===== src/rtl/gon_gather_if.sv =====
// gon_gather_if: PE-side and SRAM-side handshake bundle plus tag/scan controls for gon_gather.
interface gon_gather_if #(
  parameter int NUMS_PE_ROW = 6,
  parameter int NUMS_PE_COL = 8,
  parameter int DATA_BITS   = 32,
  parameter int XID_BITS    = 5,
  parameter int YID_BITS    = 4
);
  logic [XID_BITS-1:0]                        tag_X;
  logic [YID_BITS-1:0]                        tag_Y;
  logic                                       set_XID;
  logic [XID_BITS-1:0]                        XID_scan_in;
  logic                                       set_YID;
  logic [YID_BITS-1:0]                        YID_scan_in;
  logic [NUMS_PE_ROW*NUMS_PE_COL-1:0]         PE_valid;
  logic [NUMS_PE_ROW*NUMS_PE_COL-1:0]         PE_ready;
  logic [NUMS_PE_ROW*NUMS_PE_COL*DATA_BITS-1:0] PE_data;
  logic                                       GON_valid;
  logic                                       GON_ready;
  logic [DATA_BITS-1:0]                       GON_data;
  modport master (
    output tag_X, tag_Y, set_XID, XID_scan_in, set_YID, YID_scan_in, PE_valid, PE_data, GON_ready,
    input  PE_ready, GON_valid, GON_data
  );
  modport slave (
    input  tag_X, tag_Y, set_XID, XID_scan_in, set_YID, YID_scan_in, PE_valid, PE_data, GON_ready,
    output PE_ready, GON_valid, GON_data
  );
endinterface


===== src/rtl/gon_gather.sv =====
// gon_gather: tag-matched unicast gather from the PE array into a 2-entry output FIFO.
module gon_gather #(
  parameter int NUMS_PE_ROW = 6,
  parameter int NUMS_PE_COL = 8,
  parameter int DATA_BITS   = 32,
  parameter int XID_BITS    = 5,
  parameter int YID_BITS    = 4
) (
  input logic         clk,
  input logic         rst,
  gon_gather_if.slave bus
);
  localparam int N = NUMS_PE_ROW * NUMS_PE_COL;
  logic [XID_BITS-1:0]  xid [N];
  logic [YID_BITS-1:0]  yid [NUMS_PE_ROW];
  logic [N-1:0]         match, sel;
  logic [DATA_BITS-1:0] mem [2];
  logic [DATA_BITS-1:0] push_data;
  logic [1:0]           count;
  logic                 wp, rp, full, cfg, push, pop;
  always_ff @(posedge clk or negedge rst)
    if (!rst) begin
      for (int r = 0; r < NUMS_PE_ROW; r++) yid[r] <= '0;
      for (int k = 0; k < N; k++) xid[k] <= '0;
    end else begin
      if (bus.set_YID) begin
        yid[0] <= bus.YID_scan_in;
        for (int r = 1; r < NUMS_PE_ROW; r++) yid[r] <= yid[r-1];
      end
      if (bus.set_XID) begin
        xid[0] <= bus.XID_scan_in;
        for (int k = 1; k < N; k++) xid[k] <= xid[k-1];
      end
    end
  for (genvar k = 0; k < N; k++) begin : g_match
    assign match[k] = (yid[k/NUMS_PE_COL] == bus.tag_Y) && (xid[k] == bus.tag_X);
  end
  // Two's-complement trick isolates the lowest set bit, giving the one-hot unicast select.
  assign sel  = match & (~match + N'(1));
  assign full = count == 2'd2;
  assign cfg  = bus.set_XID | bus.set_YID;
  always_comb begin
    bus.PE_ready = rst ? sel & {N{~full & ~cfg}} : '0;
    push_data = '0;
    for (int k = 0; k < N; k++) push_data = push_data | (sel[k] ? bus.PE_data[k*DATA_BITS +: DATA_BITS] : '0);
  end
  assign push          = |(bus.PE_valid & bus.PE_ready);
  assign pop           = bus.GON_valid & bus.GON_ready;
  assign bus.GON_valid = count != 2'd0;
  assign bus.GON_data  = mem[rp];
  always_ff @(posedge clk or negedge rst)
    if (!rst) begin
      count  <= '0;
      wp     <= 1'b0;
      rp     <= 1'b0;
      mem[0] <= '0;
      mem[1] <= '0;
    end else begin
      if (push) begin
        mem[wp] <= push_data;
        wp      <= ~wp;
      end
      if (pop) rp <= ~rp;
      count <= count + {1'b0, push} - {1'b0, pop};
    end
endmodule


===== src/flat_wrapper.sv =====
// flat-port wrapper written by rule: the top's interface ports become plain ports
module gon_gather_flat 
#(
  parameter int NUMS_PE_ROW = 6,
  parameter int NUMS_PE_COL = 8,
  parameter int DATA_BITS   = 32,
  parameter int XID_BITS    = 5,
  parameter int YID_BITS    = 4
)
  (clk, rst, bus_tag_X, bus_tag_Y, bus_set_XID, bus_XID_scan_in, bus_set_YID, bus_YID_scan_in, bus_PE_valid, bus_PE_data, bus_GON_ready, bus_PE_ready, bus_GON_valid, bus_GON_data);
  gon_gather_if #(.NUMS_PE_ROW(NUMS_PE_ROW), .NUMS_PE_COL(NUMS_PE_COL), .DATA_BITS(DATA_BITS), .XID_BITS(XID_BITS), .YID_BITS(YID_BITS)) bus_i ();
  input logic clk;
  input logic rst;
  input wire logic [$bits(bus_i.tag_X)-1:0] bus_tag_X;
  input wire logic [$bits(bus_i.tag_Y)-1:0] bus_tag_Y;
  input wire logic [$bits(bus_i.set_XID)-1:0] bus_set_XID;
  input wire logic [$bits(bus_i.XID_scan_in)-1:0] bus_XID_scan_in;
  input wire logic [$bits(bus_i.set_YID)-1:0] bus_set_YID;
  input wire logic [$bits(bus_i.YID_scan_in)-1:0] bus_YID_scan_in;
  input wire logic [$bits(bus_i.PE_valid)-1:0] bus_PE_valid;
  input wire logic [$bits(bus_i.PE_data)-1:0] bus_PE_data;
  input wire logic [$bits(bus_i.GON_ready)-1:0] bus_GON_ready;
  output wire logic [$bits(bus_i.PE_ready)-1:0] bus_PE_ready;
  output wire logic [$bits(bus_i.GON_valid)-1:0] bus_GON_valid;
  output wire logic [$bits(bus_i.GON_data)-1:0] bus_GON_data;
  assign bus_i.tag_X = bus_tag_X;
  assign bus_i.tag_Y = bus_tag_Y;
  assign bus_i.set_XID = bus_set_XID;
  assign bus_i.XID_scan_in = bus_XID_scan_in;
  assign bus_i.set_YID = bus_set_YID;
  assign bus_i.YID_scan_in = bus_YID_scan_in;
  assign bus_i.PE_valid = bus_PE_valid;
  assign bus_i.PE_data = bus_PE_data;
  assign bus_i.GON_ready = bus_GON_ready;
  assign bus_PE_ready = bus_i.PE_ready;
  assign bus_GON_valid = bus_i.GON_valid;
  assign bus_GON_data = bus_i.GON_data;
  gon_gather #(.NUMS_PE_ROW(NUMS_PE_ROW), .NUMS_PE_COL(NUMS_PE_COL), .DATA_BITS(DATA_BITS), .XID_BITS(XID_BITS), .YID_BITS(YID_BITS)) u_core (.clk(clk), .rst(rst), .bus(bus_i));
endmodule

===== config.mk =====
export PLATFORM = sky130hd
export DESIGN_NAME = gon_gather_flat
export DESIGN_NICKNAME = d
export VERILOG_FILES = /design/src/rtl/gon_gather_if.sv /design/src/rtl/gon_gather.sv /design/src/flat_wrapper.sv
export SDC_FILE = /design/constraint.sdc
export NUM_CORES = 1
export LEC_CHECK = 0
export CAP_MARGIN = 25
export CORE_AREA = 2 2 667 669
export DETAILED_ROUTE_END_ITERATION = 10
export DIE_AREA = 0 0 669 671
export SLEW_MARGIN = 30
export SYNTH_ARGS = -nofsm -noshare
export SYNTH_HDL_FRONTEND = slang
export SYNTH_SLANG_ARGS = --single-unit
export TNS_END_PERCENT = 5

===== constraint.sdc =====
create_clock -name clk -period 4.9 [get_ports clk]
set_input_delay 0.49 -clock clk [delete_from_list [all_inputs] [get_ports clk]]
set_output_delay 0.49 -clock clk [all_outputs]
set_load 0.02 [all_outputs]

==> results of run 1 <==
## worst paths after layout
| path | slack [ns] | to | cells past startpoint |
|---|---|---|---|
| min reg2reg | 0.48 | u_core.mem[42]$_DFFE_PN0P_ | 1 |
| max reg2reg | -0.02 | u_core.mem[40]$_DFFE_PN0P_ | 14 |
| max | -0.02 | u_core.mem[40]$_DFFE_PN0P_ | 14 |
| min | 0.36 | u_core.xid[239]$_DFFE_PN0P_ | 2 |
| min in group asynchronous | 0.40 | u_core.xid[9]$_DFFE_PN0P_ | 2 |
| max in group asynchronous | 3.10 | u_core.xid[239]$_DFFE_PN0P_ | 4 |
## cell families (layout without fill, tap and decap cells)
group | Yosys count | in the layout | synth area share [%]
AOI/OAI and AO/OA | 803 | 803 | 24.4
xor gates and xnor gates | 267 | 267 | 8.75
adders and majority gates | 2 | 2 | 0.0936
buffers and inverters | 252 | 2586 | 4.71
DFF | 332 | 332 | 31.1
muxes | 359 | 359 | 15.1
other | 0 | 198 | 0
and+or+nand+nor | 783 | 783 | 15.8
## per-stage QoR
step / area, um^2 / std cells / TNS (ns) / power [mW] / setup WS [ns]
floorplan: 26700 / 2798 / 0 / 5.64 / 0.849
global placement: 58100 / 10946 / -90.09 / 8.95 / -2.11
detailed placement: 58300 / 10957 / -47.48 / 8.99 / -1.06
CTS: 59800 / 11032 / -0.0661 / 12.3 / -0.0300
global route: 60300 / 11162 / -0.188 / 12.7 / -0.0752
finish: 60400 / 11234 / -0.165 / 12.2 / -0.0223
## cell type report
type | count | area share, %
Multi-Input combinational cell | 2214 | 29.6
Inverter | 9 | 0.0559
Antenna cell | 198 | 0.820
Sequential cell | 332 | 13.8
Tap cell | 5904 | 12.2
Clock buffer | 60 | 2.02
Clock inverter | 14 | 0.298
Timing Repair Buffer | 2503 | 41.2
## metal layers
metal / GRT usage [%] / routed length (um) / vias up
met5: 0.0215 / 2170 / -
met4: 9.28 / 26900 / 326
met3: 10.4 / 59100 / 1256
met2: 37.2 / 243000 / 2963
met1: 25.6 / 202000 / 19994
li1: - / - / 15988
## state kept, by name (all words and copies together) (netlist names)
signal / count
u_core.rp: 1
u_core.xid: 240
u_core.yid: 24
u_core.count: 2
u_core.wp: 1
u_core.mem: 64
## report_power, final
group | leakage, nW | switching, mW | internal, mW
clock | 0.683 | 1.37 | 1.85
combinational | 17.6 | 2.26 | 2.75
sequential | 4.32 | 0.628 | 3.35
total | 22.6 | 4.26 | 7.95
## cells in the mapped netlist (10+ instances only)
library cell / number
dfrtp_1: 332
mux2_2: 297
a22oi_1: 273
nand2_1: 174
clkbuf_1: 154
xnor2_1: 150
a221oi_1: 143
a22o_1: 133
nand3_1: 132
xor2_1: 117
nor2_1: 97
a222oi_1: 85
nor3_1: 71
nand4_1: 68
mux2_1: 58
a21oi_1: 54
buf_2: 40
and3_1: 39
nor4_1: 39
nor2b_1: 37
o21ai_0: 26
buf_6: 22
and2_1: 20
and4_1: 20
or4_1: 19
a221o_1: 17
buf_1: 12
nor3_2: 12
o22ai_1: 12
buf_4: 10
## what timing repair did
item / in CTS / in global routing
setup endpoints to repair: 50 / 50
buffers inserted: 0 / 3
pin swaps: 7 / 4
resized for setup: 39 / 18
hold buffers: 1 / 0
hold endpoints to repair: 58 / 0
==> out/metrics.csv, run 1 <==
stage,metric,value,unit
worst_setup_path,Critical Path Slowest Stage Cell,o41ai_4,
drt,routed via count,40527,
clocking,clock sink count,332,
yosys,register area share after synthesis,31.1,%
cells_and_area,"commonest non-fill, non-tap cell in the layout",clkdlybuf4s50_1,
yosys,post-synthesis register bit count,332,
sta,Final Skew,0.0679,ns
clocking,number of buffers created by CTS,42,
worst_setup_path,Top delay family on crit path,compound AO/OA/AOI/OAI gates,
worst_setup_path,WP buf/inv,3,
drt,Antenna Nets Post-Route,0,
hold_path,Min-Delay Path Class,input pin to flip-flop,
sta,worst slew pin tran,1.08,ns
cells_and_area,Final Core Density,13.7,%
drt,DRT Pass-1 Iters,6,
worst_setup_path,crit-path max FO,12,
yosys,Post-synth ARST share,100,%
clocking,clock root buffer,clkbuf_16,
power,Power per Cell Area,202,nW/um^2
drt,drt wl/cell,47.4,um
cells_and_area,share of cells above drive strength 1,26.8,%
worst_setup_path,CP Data Arrival Time,5.45,ns
global_routing,first-pass GRT wire length,616,mm
die,Initial Util,6.06,%
sta,final setup violation count,11,
global_routing,overflow left after global routing,0,
worst_setup_path,Critical Path Source,u_core.xid[220]$_DFFE_PN0P_,
die,Die Y,671,um
die,die area,449000,um^2
sta,final count of pins violating max slew,0,
drt,Post-Route WL,533,mm
clocking,register clock-pin slew on the reported worst setup and hold paths,0.06,ns
hold_path,hold_sp,bus_set_XID,
yosys,Synth area leaders,"dfrtp_1 31%, mux2_2 13%, a22oi_1 7.7%, xnor2_1 4.9%, a221oi_1 4.7%",
die,Std-Cell Rows,244,
cells_and_area,# fillers,50232,
worst_setup_path,Crit path top cell by count,buf_4,
run_status,failing checks,negative setup slack,
sta,setup ws final,-0.0223,ns
global_routing,GRT Overall Usage,22.8,%
worst_setup_path,crit path launch type,flip-flop,
worst_setup_path,endpoint class of the critical path,flip-flop,
die,I/O pin cnt,1688,
worst_setup_path,crit path cell chain,"xor2_1, nor3_1, nor2b_4, buf_4, o41ai_4, nand3_1, buf_4, nor2_4, a221o_1, nor3_1, a31oi_4, and2b_2, buf_4, mux2_1",
drt,drc violations,0,
yosys,syn avg cell area,9.55,um^2
global_routing,largest net degree at the start of global routing,164,
yosys,Synth top area share,31.1,%
clocking,htree depth,2,
cells_and_area,area occupied by multi-input gates,17900,um^2
clocking,Max Buffers Root-to-Sink,3,
die,die width,669,um
sta,unrepaired setup endpoints after global routing,yes,
yosys,Syn Inst Count,2798,
sta,max frequency,203,MHz
sta,final hold viol count,0,
die,core area,441000,um^2
yosys,ys flop type,dfrtp_1,
yosys,Netlist cell types,83,
worst_setup_path,kind of critical path,flip-flop to flip-flop,
yosys,mapped cell area,26700,um^2
cells_and_area,Area Growth Syn to Fin,126,%
sta,Final Cycle Share,100,%
worst_setup_path,"slowest stage delay, CP",0.84,ns
global_routing,vias in the first global route,38853,
clocking,Worst-Skew Late Latency,0.66,ns
sta,Rel. slew slack,27.8,%
yosys,Syn. warnings,0,
drt,drt initial violations,4645,
cells_and_area,most frequent cells in the layout,"1,641 x clkdlybuf4s50_1, 684 x buf_4, 331 x dfrtp_1, 297 x mux2_2, 271 x a22oi_1",
placed_design,post-DP HPWL,494,mm
cells_and_area,Storage cell area,8310,um^2
worst_setup_path,RR Startpoint,u_core.xid[220]$_DFFE_PN0P_,
clocking,CTS tree,built,
global_routing,initial antenna violation count,687,
power,worst vdd ir,0.239,mV
run_status,outcome,"complete, but fails checks",
power,Pleak,22.6,nW
yosys,Syn Nets,4407,
sta,WHS,0.360,ns
placed_design,PortBufs,1687,
sta,Tmin final,4.92,ns
run,max-cap viol count,0,
drt,DR vias/cell,3.61,
placed_design,routability cong.,0.998,
worst_setup_path,Critical Path RT,5.42,ns
yosys,Post-synth EDFFs,0,
yosys,cell taking the most area after synthesis,dfrtp_1,
cells_and_area,Final Net Count,6711,
Note: power is estimated with default switching activity, not from simulation.
==> run 2: changes to the inputs <==
- CAP_MARGIN: 25 -> 20
==> results of run 2 <==
No change in the layout: final DEF, timing and power equal those of run 1.
